$ cat config.mk
export PLATFORM = sky130hd
export DESIGN_NAME = microsequencer
export DESIGN_NICKNAME = d
export VERILOG_FILES = /design/src/rtl/microsequencer.sv
export SDC_FILE = /design/constraint.sdc
export NUM_CORES = 1
export LEC_CHECK = 0
export CAP_MARGIN = 40
export CELL_PAD_IN_SITES_DETAIL_PLACEMENT = 0
export CELL_PAD_IN_SITES_GLOBAL_PLACEMENT = 2
export CORE_UTILIZATION = 33
export DETAILED_ROUTE_END_ITERATION = 10
export DONT_BUFFER_PORTS = 1
export PLACE_DENSITY_LB_ADDON = 0.1
export RECOVER_POWER = 50
export SLEW_MARGIN = 15
export SYNTH_ARGS = -nofsm -noshare
export SYNTH_HDL_FRONTEND = slang
export SYNTH_SLANG_ARGS = --single-unit
$ cat constraint.sdc
create_clock -name clk -period 1.9 [get_ports clk]
set_clock_uncertainty 0.2 [all_clocks]
set_input_delay 0.095 -clock clk [delete_from_list [all_inputs] [get_ports clk]]
set_output_delay 0.095 -clock clk [all_outputs]
set_load 0.005 [all_outputs]
$ cat src/rtl/microsequencer.sv
// Microprogram next-state engine: picks the following microstate from the
// sequencing fields of the current control word and registers it.
module microsequencer #(
  parameter int unsigned FETCH_STATE = 1,
  parameter int unsigned UNDEF_STATE = 45,
  parameter int unsigned FAULT_STATE = 46,
  parameter int unsigned MFC_TIMEOUT = 15
) (
  input  logic        clk,
  input  logic        reset,
  input  logic [2:0]  ms_op,
  input  logic [9:0]  ms_cr,
  input  logic        ms_inv,
  input  logic [31:0] ir,
  input  logic        cond_true,
  input  logic        mfc,
  output logic [9:0]  next_state,
  output logic        waiting,
  output logic        fault,
  output logic [7:0]  wait_cnt
);

  localparam int unsigned SW  = 10;
  localparam int unsigned CW  = 8;
  localparam int unsigned IRW = 32;

  typedef enum logic [2:0] {
    OP_FETCH      = 3'd0,
    OP_INC        = 3'd1,
    OP_JUMP       = 3'd2,
    OP_DECODE     = 3'd3,
    OP_WAIT_MFC   = 3'd4,
    OP_COND_BR    = 3'd5,
    OP_COND_FETCH = 3'd6,
    OP_RSVD       = 3'd7
  } ms_op_e;

  logic [SW-1:0] r_state;
  logic [CW-1:0] r_wait_cnt;
  logic          r_fault;

  ms_op_e        w_op;
  logic [SW-1:0] w_state_inc;
  logic [SW-1:0] w_state_nxt;
  logic [SW-1:0] w_dec_state;
  logic [CW-1:0] w_cnt_inc;
  logic [CW-1:0] w_cnt_nxt;
  logic          w_fault_set;
  logic          w_take;
  logic          w_timeout;
  logic          w_unused_ir;

  // Instruction class decode into the first microstate of its handler
  function automatic logic [SW-1:0] enc(input logic [IRW-1:0] ir_v);
    logic [SW-1:0] res;
    case (ir_v[27:25])
      3'b000:  res = ir_v[4] ? SW'(11) : SW'(10);
      3'b001:  res = SW'(12);
      3'b010:  res = ir_v[20] ? SW'(20) : SW'(30);
      3'b011:  res = ir_v[4] ? SW'(UNDEF_STATE) : (ir_v[20] ? SW'(22) : SW'(32));
      3'b101:  res = SW'(42);
      default: res = SW'(UNDEF_STATE);
    endcase
    return res;
  endfunction

  assign w_op        = ms_op_e'(ms_op);
  assign w_state_inc = r_state + SW'(1);
  assign w_dec_state = enc(ir);
  assign w_take      = cond_true ^ ms_inv;
  assign w_cnt_inc   = (r_wait_cnt == {CW{1'b1}}) ? r_wait_cnt : r_wait_cnt + CW'(1);
  assign w_timeout   = (r_wait_cnt == CW'(MFC_TIMEOUT - 1));
  assign w_unused_ir = ^{ir[31:28], ir[24:21], ir[19:5], ir[3:0]};

  always_comb begin
    w_state_nxt = r_state;
    w_cnt_nxt   = '0;
    w_fault_set = 1'b0;
    case (w_op)
      OP_FETCH:      w_state_nxt = SW'(FETCH_STATE);
      OP_INC:        w_state_nxt = w_state_inc;
      OP_JUMP:       w_state_nxt = ms_cr;
      OP_DECODE:     w_state_nxt = w_dec_state;
      OP_WAIT_MFC: begin
        // A completing MFC wins over an expiring timeout
        if (mfc) begin
          w_state_nxt = w_state_inc;
        end else if (w_timeout) begin
          w_state_nxt = SW'(FAULT_STATE);
          w_fault_set = 1'b1;
        end else begin
          w_cnt_nxt = w_cnt_inc;
        end
      end
      OP_COND_BR:    w_state_nxt = w_take ? ms_cr : w_state_inc;
      OP_COND_FETCH: w_state_nxt = w_take ? SW'(FETCH_STATE) : w_state_inc;
      default:       w_state_nxt = '0;
    endcase
  end

  always_ff @(posedge clk) begin
    if (reset) begin
      r_state    <= '0;
      r_wait_cnt <= '0;
      r_fault    <= 1'b0;
    end else begin
      r_state    <= w_state_nxt;
      r_wait_cnt <= w_cnt_nxt;
      if (w_fault_set) r_fault <= 1'b1;
    end
  end

  assign next_state = r_state;
  assign wait_cnt   = r_wait_cnt;
  assign fault      = r_fault;
  assign waiting    = (w_op == OP_WAIT_MFC) & ~mfc & ~reset;

endmodule

==> flow_summary_export.csv, run 1 <==
group,metric,value,unit
sta,worst_pin_slew,0.622,ns
cts,clock_sinks,19,
global_routing,grt_max_degree,21,
logic_synthesis,ys_seq_elements,19,
sta,tns,0,ns
logic_synthesis,ys_seq_area_frac,0.271,
sta,period_needed,1.82,ns
floorplan,die_w,67.2,microns
status,status,"finished clean",
worst_setup_path,crit_path_start_kind,"flip-flop",
sta,slew_viol_final,0,
global_routing,track_usage,0.186,
global_routing,grt_overflow_total,0,
global_routing,grt_pass1_wl,6.29,mm
finish,antennaDiodeCount,0,
cts,cts_root_buf,"clkbuf_8",
logic_synthesis,synth_cells,179,
routing,viasPerCell,5.47,
logic_synthesis,synth_ff_type,"dfxtp_1",
finish,drive_gt1_frac,0.116,
logic_synthesis,avgSynthCellArea,7.84,sq um
finish,fill_cells,425,
power,p_per_area,507,nW/um^2
floorplan,initial_utilization,0.348,
finish,final_cell_mix,"18 x nand2_1, 18 x dfxtp_1, 17 x nor2_1, 16 x dlygate4sd3_1, 12 x o21ai_0",
floorplan,rows,23,
logic_synthesis,syn_area,1400,sq um
logic_synthesis,syn_nets,232,
sta,fin_crit_sh,0.961,
routing,ant_nets,0,
worst_setup_path,crit_fanout,8,
floorplan,coreArea,4030,sq um
sta,setup_violations,0,
run,cap_violations,0,
worst_setup_path,end_kind,"flip-flop",
finish,synthToLayoutAreaGrowth,24.2,%
floorplan,die_area,4520,sq um
power,ir_drop,254,uV
sta,fin_ws,0.0750,ns
worst_setup_path,worstPathArrival,1.77,ns
cts,h-tree-depth,1,
logic_synthesis,async_flop_share,0,
logic_synthesis,synth_enable_flop_cells,0,
logic_synthesis,synth_warnings,0,
cts,clk_latency,0.25,ns
global_routing,grt_pass1_vias,1361,
routing,wl_per_cell,15.0,microns
floorplan,die_height,67.2,microns
routing,dr.pass1.iters,4,
place,routabilityCongestion,0.803,
sta,fmax,0.548,GHz
routing,via_count,1406,
power,leakage,0.580,nW
place,hpwlAfterDp,2.94,mm
min_path,min_path_type,"input pin to flip-flop",
routing,drt_iter0_markers,36,
routing,routed_wl,3.87,mm
sta,grt_setup_unrepaired,"false",
place,preCtsSetupSlack,0.0446,ns
sta,max_slew_margin,0.586,
logic_synthesis,synth.distinct_cells,48,
worst_setup_path,r2r_cells,5,
global_routing,antenna_found_initial,0,
worst_setup_path,worstSetupPathType,"flip-flop to flip-flop",
sta,finalHoldViolations,0,
finish,final_nets,261,
place,portBuffers,0,
routing,drc,0,
floorplan,io_pins,70,
cts,path_clk_slew,0.07,ns
cts,cts_tree,"done",
cts,numCtsBuffers,3,
worst_setup_path,crit_required,1.85,ns
cts,clockBufferDepth,2,
min_path,holdPathStages,3,
## synth_stat cells (2+ instances only)
cell | n | area (sq um)
ha_1 | 3 | 37.5
a31oi_1 | 2 | 12.5
o2bb2ai_1 | 2 | 17.5
nand3_1 | 3 | 15.0
a221o_1 | 2 | 20.0
dfxtp_1 | 19 | 380
nor3_1 | 6 | 30.0
nand2_1 | 18 | 67.6
buf_6 | 2 | 22.5
nor2b_1 | 2 | 12.5
xor2_1 | 7 | 61.3
o41ai_1 | 2 | 17.5
a211oi_1 | 8 | 60.1
nor2_1 | 17 | 63.8
inv_1 | 2 | 7.51
buf_2 | 2 | 10.0
o21ai_0 | 12 | 60.1
and4_1 | 2 | 17.5
clkbuf_1 | 5 | 18.8
a2bb2oi_1 | 2 | 17.5
nand4_1 | 4 | 25.0
xnor2_1 | 4 | 35.0
nand3b_1 | 2 | 15.0
nand2b_1 | 10 | 62.6
a21oi_1 | 11 | 55.1
nor3b_1 | 3 | 22.5
o31ai_1 | 4 | 30.0
o32ai_1 | 3 | 26.3
## cell type report
cell class                 count  area [sq um]  share of cell area
timing repair buffer          33           262               0.150
sequential                    19           384               0.220
clock buffer                   4          45.0              0.0258
multi-input combinational    148           976               0.560
inverter                       3          13.8             0.00790
tap                           50          62.6              0.0359
## per-layer routing
metal / vias to the layer above / share of wire / track usage
li1: 730 / - / -
met3: 2 / 0.050 / 0.0557
met4: 0 / 0.0047 / 0.0346
met2: 32 / 0.46 / 0.303
met5: - / 0 / 0
met1: 642 / 0.48 / 0.241
## flip-flops by register name, indices dropped and copies added, names as in the netlist
| register | flops |
|---|---|
| wait_cnt | 8 |
| next_state | 10 |
| fault | 1 |
## critical path, stage by stage, from the launching register on
cell     delay [ns]
dfxtp_1        0.31
nor4_1         0.36
and4_4         0.31
buf_4          0.13
nor3_4         0.06
a221o_1        0.35
## final timing paths
| path | start | endpoint | slack [ns] |
|---|---|---|---|
| max | wait_cnt[5] | next_state[8] | 0.08 |
| min | ms_op[1] | next_state[5] | 0.007 |
| max reg2reg | wait_cnt[5] | next_state[8] | 0.08 |
| min reg2reg | fault | fault | 0.33 |
## power breakdown
group          internal, W  switching (W)  leakage [nW]
combinational    0.0000909      0.0000817         0.402
sequential        0.000410      0.0000213         0.155
clock             0.000149       0.000130        0.0228
## per-stage QoR
stage / instances / cell area, sq um / util / hold slack [ns] / total power (W)
6_report: 257 / 1740 / 0.433 / 0.00738 / 0.000883
5_1_grt: 257 / 1740 / 0.433 / 0.00437 / 0.000935
4_1_cts: 256 / 1740 / 0.432 / 0.00123 / 0.000893
3_5_place_dp: 236 / 1540 / 0.381 / -0.0284 / 0.000585
3_3_place_gp: 236 / 1540 / 0.381 / -0.0292 / 0.000584
2_1_floorplan: 179 / 1400 / - / -0.0326 / 0.000560
## kinds of logic (layout without fill, tap and decap cells)
logic type,count (synthesis),in the layout,synth area share
buffers and inverters,12,40,0.0464
muxes,1,1,0.00713
adders and majority gates,4,4,0.0339
DFF,19,19,0.271
AOI/OAI and AO/OA,58,58,0.291
xor gates and xnor gates,11,11,0.0686
and+or+nand+nor,74,74,0.282
## what timing repair did
action | 4_1_cts | 5_1_grt
endpoints found under the setup margin | 0 | 10
resized for setup | 0 | 7
hold buffers | 16 | 0
hold endpoints to repair | 11 | 0
setup buffers | 0 | 1
Power figures use the tool's default switching activity.
==> run 2, diff against run 1 <==
- CTS_BUF_LIST: unset -> sky130_fd_sc_hd__clkbuf_8 sky130_fd_sc_hd__clkbuf_16
==> flow_summary_export.csv, run 2 (synthesized netlist as in run 1, its figures left out) <==
group,metric,value,unit
status,status,"finished clean",
cts,numCtsBuffers,3,
finish,antennaDiodeCount,0,
cts,clockBufferDepth,2,
routing,ant_nets,0,
floorplan,coreArea,4030,sq um
cts,path_clk_slew,0.07,ns
cts,cts_root_buf,"clkbuf_8",
routing,viasPerCell,5.47,
sta,slew_viol_final,0,
floorplan,die_area,4520,sq um
place,portBuffers,0,
global_routing,grt_pass1_wl,6.29,mm
routing,via_count,1406,
global_routing,grt_use_met1,0.241,
sta,grt_setup_unrepaired,"false",
worst_setup_path,crit_required,1.85,ns
sta,worst_pin_slew,0.622,ns
routing,drt_iter0_markers,36,
finish,final_cell_mix,"18 x nand2_1, 18 x dfxtp_1, 17 x nor2_1, 16 x dlygate4sd3_1, 12 x o21ai_0",
place,hpwlAfterDp,2.94,mm
worst_setup_path,crit_fanout,8,
global_routing,track_usage,0.186,
routing,drc,0,
finish,drive_gt1_frac,0.116,
worst_setup_path,cp_slowest_cell,"nor4_1",
global_routing,grt-busiest-layer,"met2",
routing,wl_per_cell,15.0,microns
floorplan,die_height,67.2,microns
routing,dr.pass1.iters,4,
sta,finalHoldViolations,0,
global_routing,grt_pass1_vias,1361,
finish,largest_reg_flops,10,
routing,routed_wl,3.87,mm
worst_setup_path,path_buf_inv,1,
sta,fin_crit_sh,0.961,
worst_setup_path,max_stage_delay,0.36,ns
cts,clock_sinks,19,
floorplan,rows,23,
cts,clk_latency,0.25,ns
worst_setup_path,crit_path_start_kind,"flip-flop",
finish,fill_cells,425,
cts,cts_tree,"done",
sta,setup_violations,0,
cts,h-tree-depth,1,
global_routing,grtUsageMet2,0.303,
floorplan,io_pins,70,
power,p_per_area,504,nW/um^2
power,leakage,0.584,nW
sta,fmax,0.548,GHz
global_routing,use_met3,0.0557,
run,cap_violations,0,
worst_setup_path,worstSetupPathType,"flip-flop to flip-flop",
worst_setup_path,cp_top_family,"simple AND/OR/NAND/NOR gates",
min_path,min_path_type,"input pin to flip-flop",
finish,synthToLayoutAreaGrowth,24.2,%
power,ir_drop,254,uV
global_routing,antenna_found_initial,0,
place,routabilityCongestion,0.803,
worst_setup_path,crit_chain,"nor4_1 > and4_4 > buf_4 > nor3_4 > a221o_1",
worst_setup_path,worstPathArrival,1.77,ns
power,power.total,0.000878,W
sta,period_needed,1.82,ns
worst_setup_path,end_kind,"flip-flop",
floorplan,die_w,67.2,microns
sta,max_slew_margin,0.586,
floorplan,initial_utilization,0.348,
global_routing,grt_max_degree,21,
finish,final_nets,261,
global_routing,grt_overflow_total,0,
sta,tns,0,ns
run 2: area by class of cell:
class / instances / area, sq um / area share
clock buffers: 3 / 41.3 / 0.0237
clock inverters: 1 / 3.75 / 0.00215
inverters: 3 / 13.8 / 0.00790
multi-input cells: 148 / 976 / 0.560
flip-flops and latches: 19 / 384 / 0.220
well taps: 50 / 62.6 / 0.0359
repair buffers: 33 / 262 / 0.150
run 2: per-stage QoR:
stage | util | std cells | hold WS (ns) | worst slack, ns | area (sq um)
after floorplan | - | 179 | -0.0326 | 0.0845 | 1400
after global placement | 0.381 | 236 | -0.0292 | 0.0689 | 1540
after detailed placement | 0.381 | 236 | -0.0284 | 0.0446 | 1540
after CTS | 0.432 | 256 | 0.00123 | 0.0289 | 1740
after global routing | 0.433 | 257 | 0.00425 | 0.000267 | 1740
final | 0.433 | 257 | 0.00729 | 0.0750 | 1740
run 2: path summary, 6_finish.rpt:
kind,startpoint,end,slack [ns],cells after the start
worst max-delay path,wait_cnt[5],next_state[8],0.08,5
worst min-delay path,ms_op[1],next_state[0],0.007,3
worst max register to register,wait_cnt[5],next_state[8],0.08,5
worst min register to register,fault,fault,0.33,2
run 2: power breakdown:
group	internal, W	switching [W]
clock	0.000143	0.000130
sequential	0.000410	0.0000213
combinational	0.0000909	0.0000817
run 2: per-layer routing:
layer	wire length, microns	share of wire
met3	192	0.050
met4	18	0.0047
met1	1870	0.48
met2	1780	0.46
met5	0	0
run 2: tightest hold or removal path, delay by kind of cell:
kind | cells | cell delay [ns]
AOI/OAI and AO/OA | 3 | 0.32
run 2: repair_timing:
action                                  4_1_cts  5_1_grt
hold buffers                                 16        0
setup buffers                                 0        1
endpoints found under the setup margin        0       10
gates resized for setup                       0        7
hold endpoints to repair                     11        0
